### config.mk
export PLATFORM = sky130hd
export DESIGN_NAME = kyber_keygen_sampler
export DESIGN_NICKNAME = d
export VERILOG_FILES = /design/src/rtl/kyber_keygen_pkg.sv /design/src/rtl/keygen_lfsr.sv /design/src/rtl/kyber_keygen_sampler.sv
export SDC_FILE = /design/constraint.sdc
export NUM_CORES = 1
export LEC_CHECK = 0
export CAP_MARGIN = 15
export CORE_MARGIN = 2
export CORE_UTILIZATION = 41
export DETAILED_ROUTE_END_ITERATION = 16
export GPL_TIMING_DRIVEN = 0
export PLACE_DENSITY = 0.84
export SETUP_SLACK_MARGIN = 0.05
export SLEW_MARGIN = 0
export SYNTH_ARGS = -nofsm -noshare
export SYNTH_HDL_FRONTEND = slang
export SYNTH_SLANG_ARGS = --single-unit
### constraint.sdc
create_clock -name clk -period 2.7 [get_ports clk]
set_input_delay 0.405 -clock clk [delete_from_list [all_inputs] [get_ports clk]]
set_output_delay 0.405 -clock clk [all_outputs]
set_load 0.01 [all_outputs]
### src/rtl/kyber_keygen_pkg.sv
// Shared types, LFSR taps and the CBD coefficient helper for the Baby-Kyber key sampler.
package kyber_keygen_pkg;

    typedef enum logic {MODE_UNIFORM, MODE_CBD} kg_mode_e;
    typedef enum logic {S_IDLE, S_GEN} kg_state_e;

    localparam logic [31:0] LFSR32_TAPS = 32'h80200003;

    // Centred-binomial difference mapped into [0, q-1].
    function automatic int cbd_coef(input int a, input int b, input int q);
        return (a >= b) ? (a - b) : (q - (b - a));
    endfunction

endpackage

### src/rtl/keygen_lfsr.sv
// Galois right-shift LFSR with synchronous load (priority over step); a zero load maps to 1.
module keygen_lfsr #(
    parameter int           W       = 32,
    parameter logic [W-1:0] TAPS    = W'(32'h80200003),
    parameter logic [W-1:0] RST_VAL = W'(1)
) (
    input  logic         clk,
    input  logic         rst_n,
    input  logic         load_i,
    input  logic [W-1:0] load_val_i,
    input  logic         step_i,
    output logic [W-1:0] state_o
);

    logic [W-1:0] state_q;

    always_ff @(posedge clk or negedge rst_n) begin
        if (!rst_n) begin
            state_q <= RST_VAL;
        end else if (load_i) begin
            state_q <= (load_val_i == '0) ? W'(1) : load_val_i;
        end else if (step_i) begin
            state_q <= state_q[0] ? ((state_q >> 1) ^ TAPS) : (state_q >> 1);
        end
    end

    assign state_o = state_q;

endmodule

### src/rtl/kyber_keygen_sampler.sv
// Fills a K x N coefficient array mod Q from one LFSR, in uniform (rejection) or CBD(ETA) mode.
// States: S_IDLE | waiting for start, keys held; S_GEN | one candidate sampled per cycle.
module kyber_keygen_sampler
    import kyber_keygen_pkg::*;
#(
    parameter int                K        = 2,
    parameter int                N        = 4,
    parameter int                Q        = 17,
    parameter int                COEF_W   = 32,
    parameter int                ETA      = 1,
    parameter int                LFSR_W   = 32,
    parameter logic [LFSR_W-1:0] SEED_RST = LFSR_W'(1),
    parameter int                MAX_CYC  = 4*K*N
) (
    input  logic                                clk,
    input  logic                                rst_n,
    input  logic                                seed_load_i,
    input  logic [LFSR_W-1:0]                   seed_i,
    input  logic                                start_i,
    input  logic                                mode_i,
    output logic                                busy_o,
    output logic                                done_o,
    output logic                                valid_o,
    output logic                                err_o,
    output logic [K-1:0][N-1:0][COEF_W-1:0]     keys_o
);

    localparam int B  = $clog2(Q);
    localparam int AW = B + 1;
    localparam int KN = K * N;
    localparam int IW = (KN > 1) ? $clog2(KN) : 1;
    localparam int CW = $clog2(MAX_CYC + 1);

    kg_state_e                   state_q;
    kg_mode_e                    mode_q;
    logic [IW-1:0]               idx_q;
    logic [CW-1:0]               cyc_q;
    logic [KN-1:0][COEF_W-1:0]   keys_q;
    logic                        busy_q, done_q, valid_q, err_q;

    logic [LFSR_W-1:0]           lfsr_s;
    logic                        lfsr_unused;
    logic [AW-1:0]               cand_u;
    logic [AW-1:0]               coef_d;
    logic                        accept_d;
    int                          pop_a, pop_b;

    keygen_lfsr #(
        .W       (LFSR_W),
        .TAPS    (LFSR_W'(LFSR32_TAPS)),
        .RST_VAL (SEED_RST)
    ) u_lfsr (
        .clk        (clk),
        .rst_n      (rst_n),
        .load_i     ((state_q == S_IDLE) && seed_load_i),
        .load_val_i (seed_i),
        .step_i     (state_q == S_GEN),
        .state_o    (lfsr_s)
    );

    // Only the low candidate bits feed the sampler; the rest just advance the sequence.
    assign lfsr_unused = ^lfsr_s;

    always_comb begin
        pop_a    = $countones(lfsr_s[ETA-1:0]);
        pop_b    = $countones(lfsr_s[2*ETA-1:ETA]);
        cand_u   = {1'b0, lfsr_s[B-1:0]};
        coef_d   = cand_u;
        accept_d = (cand_u < AW'(Q));
        if (mode_q == MODE_CBD) begin
            coef_d   = AW'(cbd_coef(pop_a, pop_b, Q));
            accept_d = 1'b1;
        end
    end

    always_ff @(posedge clk or negedge rst_n) begin
        if (!rst_n) begin
            state_q <= S_IDLE;
            mode_q  <= MODE_UNIFORM;
            idx_q   <= '0;
            cyc_q   <= '0;
            keys_q  <= '0;
            busy_q  <= 1'b0;
            done_q  <= 1'b0;
            valid_q <= 1'b0;
            err_q   <= 1'b0;
        end else begin
            done_q <= 1'b0;
            case (state_q)
                S_IDLE: begin
                    if (start_i) begin
                        mode_q  <= kg_mode_e'(mode_i);
                        idx_q   <= '0;
                        cyc_q   <= '0;
                        valid_q <= 1'b0;
                        err_q   <= 1'b0;
                        busy_q  <= 1'b1;
                        state_q <= S_GEN;
                    end
                end
                S_GEN: begin
                    cyc_q <= cyc_q + CW'(1);
                    if (accept_d) begin
                        keys_q[idx_q] <= COEF_W'(coef_d);
                        idx_q         <= idx_q + IW'(1);
                    end
                    // Completion wins over the budget on the very last allowed cycle.
                    if (accept_d && (idx_q == IW'(KN - 1))) begin
                        state_q <= S_IDLE;
                        busy_q  <= 1'b0;
                        done_q  <= 1'b1;
                        valid_q <= 1'b1;
                    end else if (cyc_q == CW'(MAX_CYC - 1)) begin
                        state_q <= S_IDLE;
                        busy_q  <= 1'b0;
                        done_q  <= 1'b1;
                        err_q   <= 1'b1;
                    end
                end
                default: state_q <= S_IDLE;
            endcase
        end
    end

    assign busy_o  = busy_q;
    assign done_o  = done_q;
    assign valid_o = valid_q;
    assign err_o   = err_q;
    assign keys_o  = keys_q;

endmodule

==> metrics.txt <==
status complete, no violations; DPL Wire Length 10,200 um; Worst Tran Pin Value 0.908 ns; clk root buf clkbuf_16; drt total wl 13,000 um; Pleak 0.00427 uW; clk_lat worst skew 0.34 ns; Remaining DRCs 0; CTS tree done; setup violators final 0; NumNets Final 950; Port Buffer Count 87; Post-DRT Antenna Nets 0; Most common cell on crit path buf_6; CP arrival 2.63 ns; flop-to-flop setup slack 0.29 ns; ys flop type dfrtp_1; die height 123 um; WP data required 2.93 ns; Slowest-stage cell, CP a2111oi_4; Yosys cell types 41; total CTS buffers 9; post-CTS sizing 0; final worst slack 0.292 ns; Crit Path Category reg -> reg; reg-to-reg endpoint keys_o[37]; Synth Register Bits 95; register area share after synthesis 41.3%; RSZ-0062 raised after global routing no; Post-CTS Repair Setup Buffers 0; mean post-synth cell area 9.57 um^2; top-area cell type share of the netlist area 40.8%; total grt overflow 0; top cells by area, synth dfrtp_1 (41%), buf_4 (27%), mux2i_1 (6.1%); Mapped Cells 602; critical path cell sequence buf_6, or4_4, buf_6, a2111oi_4, mux2_2; CP Max Fanout 9; ratio of final minimum period to clock period 89.2%; routability cong. 0.815; EDFF count, synth 0; Clock transition at path regs 0.07 ns; Tot GR Track Use 16.8%; worst slack, placed 0.251 ns; initial antenna violation count 0; TNS Setup 0 ns; Area Growth Syn to Fin 38.4%; Fin. Hold Viols 0; vias 4,356; worst hold path type in -> async; iteration-0 DRC count of the detailed router 241; CP Launch Type flop; Avg Vias per Cell 3.99; CP max stage delay 0.70 ns; vias in the first global route 3,870; R2R Path Start u_lfsr.state_o[0]; Starting Density 41.7%; fill count 1,215; share of post-route cells with drive strength above 1 26.8%; worst r2r path cells 5; fmax 415 MHz; Detailed Routing Iterations Pass 1 4; Rel. slew slack 37.7%; final cell count without fillers 1,092; synthesized area 0.00576 mm^2; H-Tree Depth 3; yosys warns 0; VDD IR max 409 uV; maximum clock path buffer count 2; TritonCTS Sinks 95; Worst Skew 0.00616 ns; Commonest cells post-synth buf_4 (208), dfrtp_1 (94), nand2_1 (64); Placed Cells incl. Taps 1,077; count leader, synth buf_4; Max Cap Violations 0; Slew Limit Fails 0; minimum clock period 2.41 ns; Setup crit end kind flop; Synth area leader dfrtp_1; first-pass GRT wire length 19,600 um; diode count 0; Power per Cell Area 889 mW/mm^2; asr flop ratio synth 100%; Core Box Area 0.0138 mm^2; Ports 297; row count 43; Hold Buf Count CTS 0; Die W 123 um; drt wl/cell 11.9 um; full die area 0.0150 mm^2; largest net degree at the start of global routing 49
## cell families (layout without fill, tap and decap cells)
group / after synthesis / in the layout / synth area share, %
compound gates: 95 / 95 / 9.86
xor+xnor: 5 / 5 / 0.760
fa+ha+maj: 5 / 5 / 1.09
buf+inv: 238 / 341 / 29.3
flops: 95 / 95 / 41.3
mux: 48 / 48 / 8.62
other cells: 1 / 208 / 0.0651
simple gates: 115 / 115 / 9.01
## state kept, by name, indices dropped and copies added (netlist names)
signal,cells
busy_o,1
cyc_q,6
done_o,1
err_o,1
idx_q,3
keys_o,48
mode_q,1
state_q,1
u_lfsr.state_o,32
valid_o,1
## where the power goes
group | internal, uW | leakage [uW] | switching (uW)
Combinational | 1540 | 0.00293 | 1720
Clock | 829 | 0.000155 | 533
Sequential | 2080 | 0.00119 | 385
Total | 4450 | 0.00427 | 2640
## routing by layer
metal	track usage, %	vias to the layer above	part of all wire (%)
li1	-	2198	-
met1	20.6	1975	39
met5	0	-	0
met3	3.21	13	7.3
met2	29.5	170	52
met4	5.46	0	1.1
## worst max-delay path, delay by kind of cell, from the launching register on
kind / cells / cell delay, ns
simple gates: 1 / 0.53
compound gates: 1 / 0.70
flops: 1 / 0.38
buf+inv: 2 / 0.28
mux: 1 / 0.41
## area by class of cell
cell class              instances  area, um^2  share of cell area (%)
inverters                       5        18.8                   0.235
clock inverters                 4        70.1                   0.879
flip-flops and latches         95        2380                    29.8
plain buffers                 233        1670                    21.0
clock buffers                  11         243                    3.04
multi-input cells             476        2470                    31.0
well taps                     180         225                    2.82
repair buffers                 88         896                    11.2
## cell usage in the layout, fill, tap and decap left out, drive strengths merged, types with 2 or more instances in the layout
master,count
a211o,2
a211oi,2
a21oi,15
buf,214
bufinv,2
clkbuf,32
clkdlybuf4s50,86
clkinv,2
conb,208
dfrtp,94
ha,5
inv,5
mux2,13
mux2i,35
nand2,64
nand2b,7
nand3,7
nand4,3
nor2,15
nor2b,3
nor3,2
nor3b,2
nor4,9
o211ai,3
o21a,2
o21ai,60
o31ai,2
xnor2,2
xor2,3
## metrics by stage
stage / utilization [%] / hold slack [ns] / cell area (um^2) / power (uW)
after detailed placement: 55.4 / 0.469 / 7660 / 5770
after global placement: 55.2 / 0.459 / 7630 / 5650
final: 57.7 / 0.0826 / 7970 / 7090
after CTS: 57.7 / 0.107 / 7970 / 7150
after floorplan: - / 0.109 / 6540 / 4440
after global routing: 57.7 / 0.131 / 7970 / 7640
## worst max-delay path by stage
stage | startpoint | to | slack, ns
CTS | u_lfsr.state_o[0] | keys_o[101] | 0.24
detailed placement | u_lfsr.state_o[0] | keys_o[101] | 0.25
finish | u_lfsr.state_o[0] | keys_o[37] | 0.29
global route | u_lfsr.state_o[0] | keys_o[101] | 0.14
floorplan | u_lfsr.state_o[0] | keys_o[34] | 0.53
global placement | rst_n | keys_o[197] | -2.34
No activity file was read; power rests on OpenSTA's default activity.
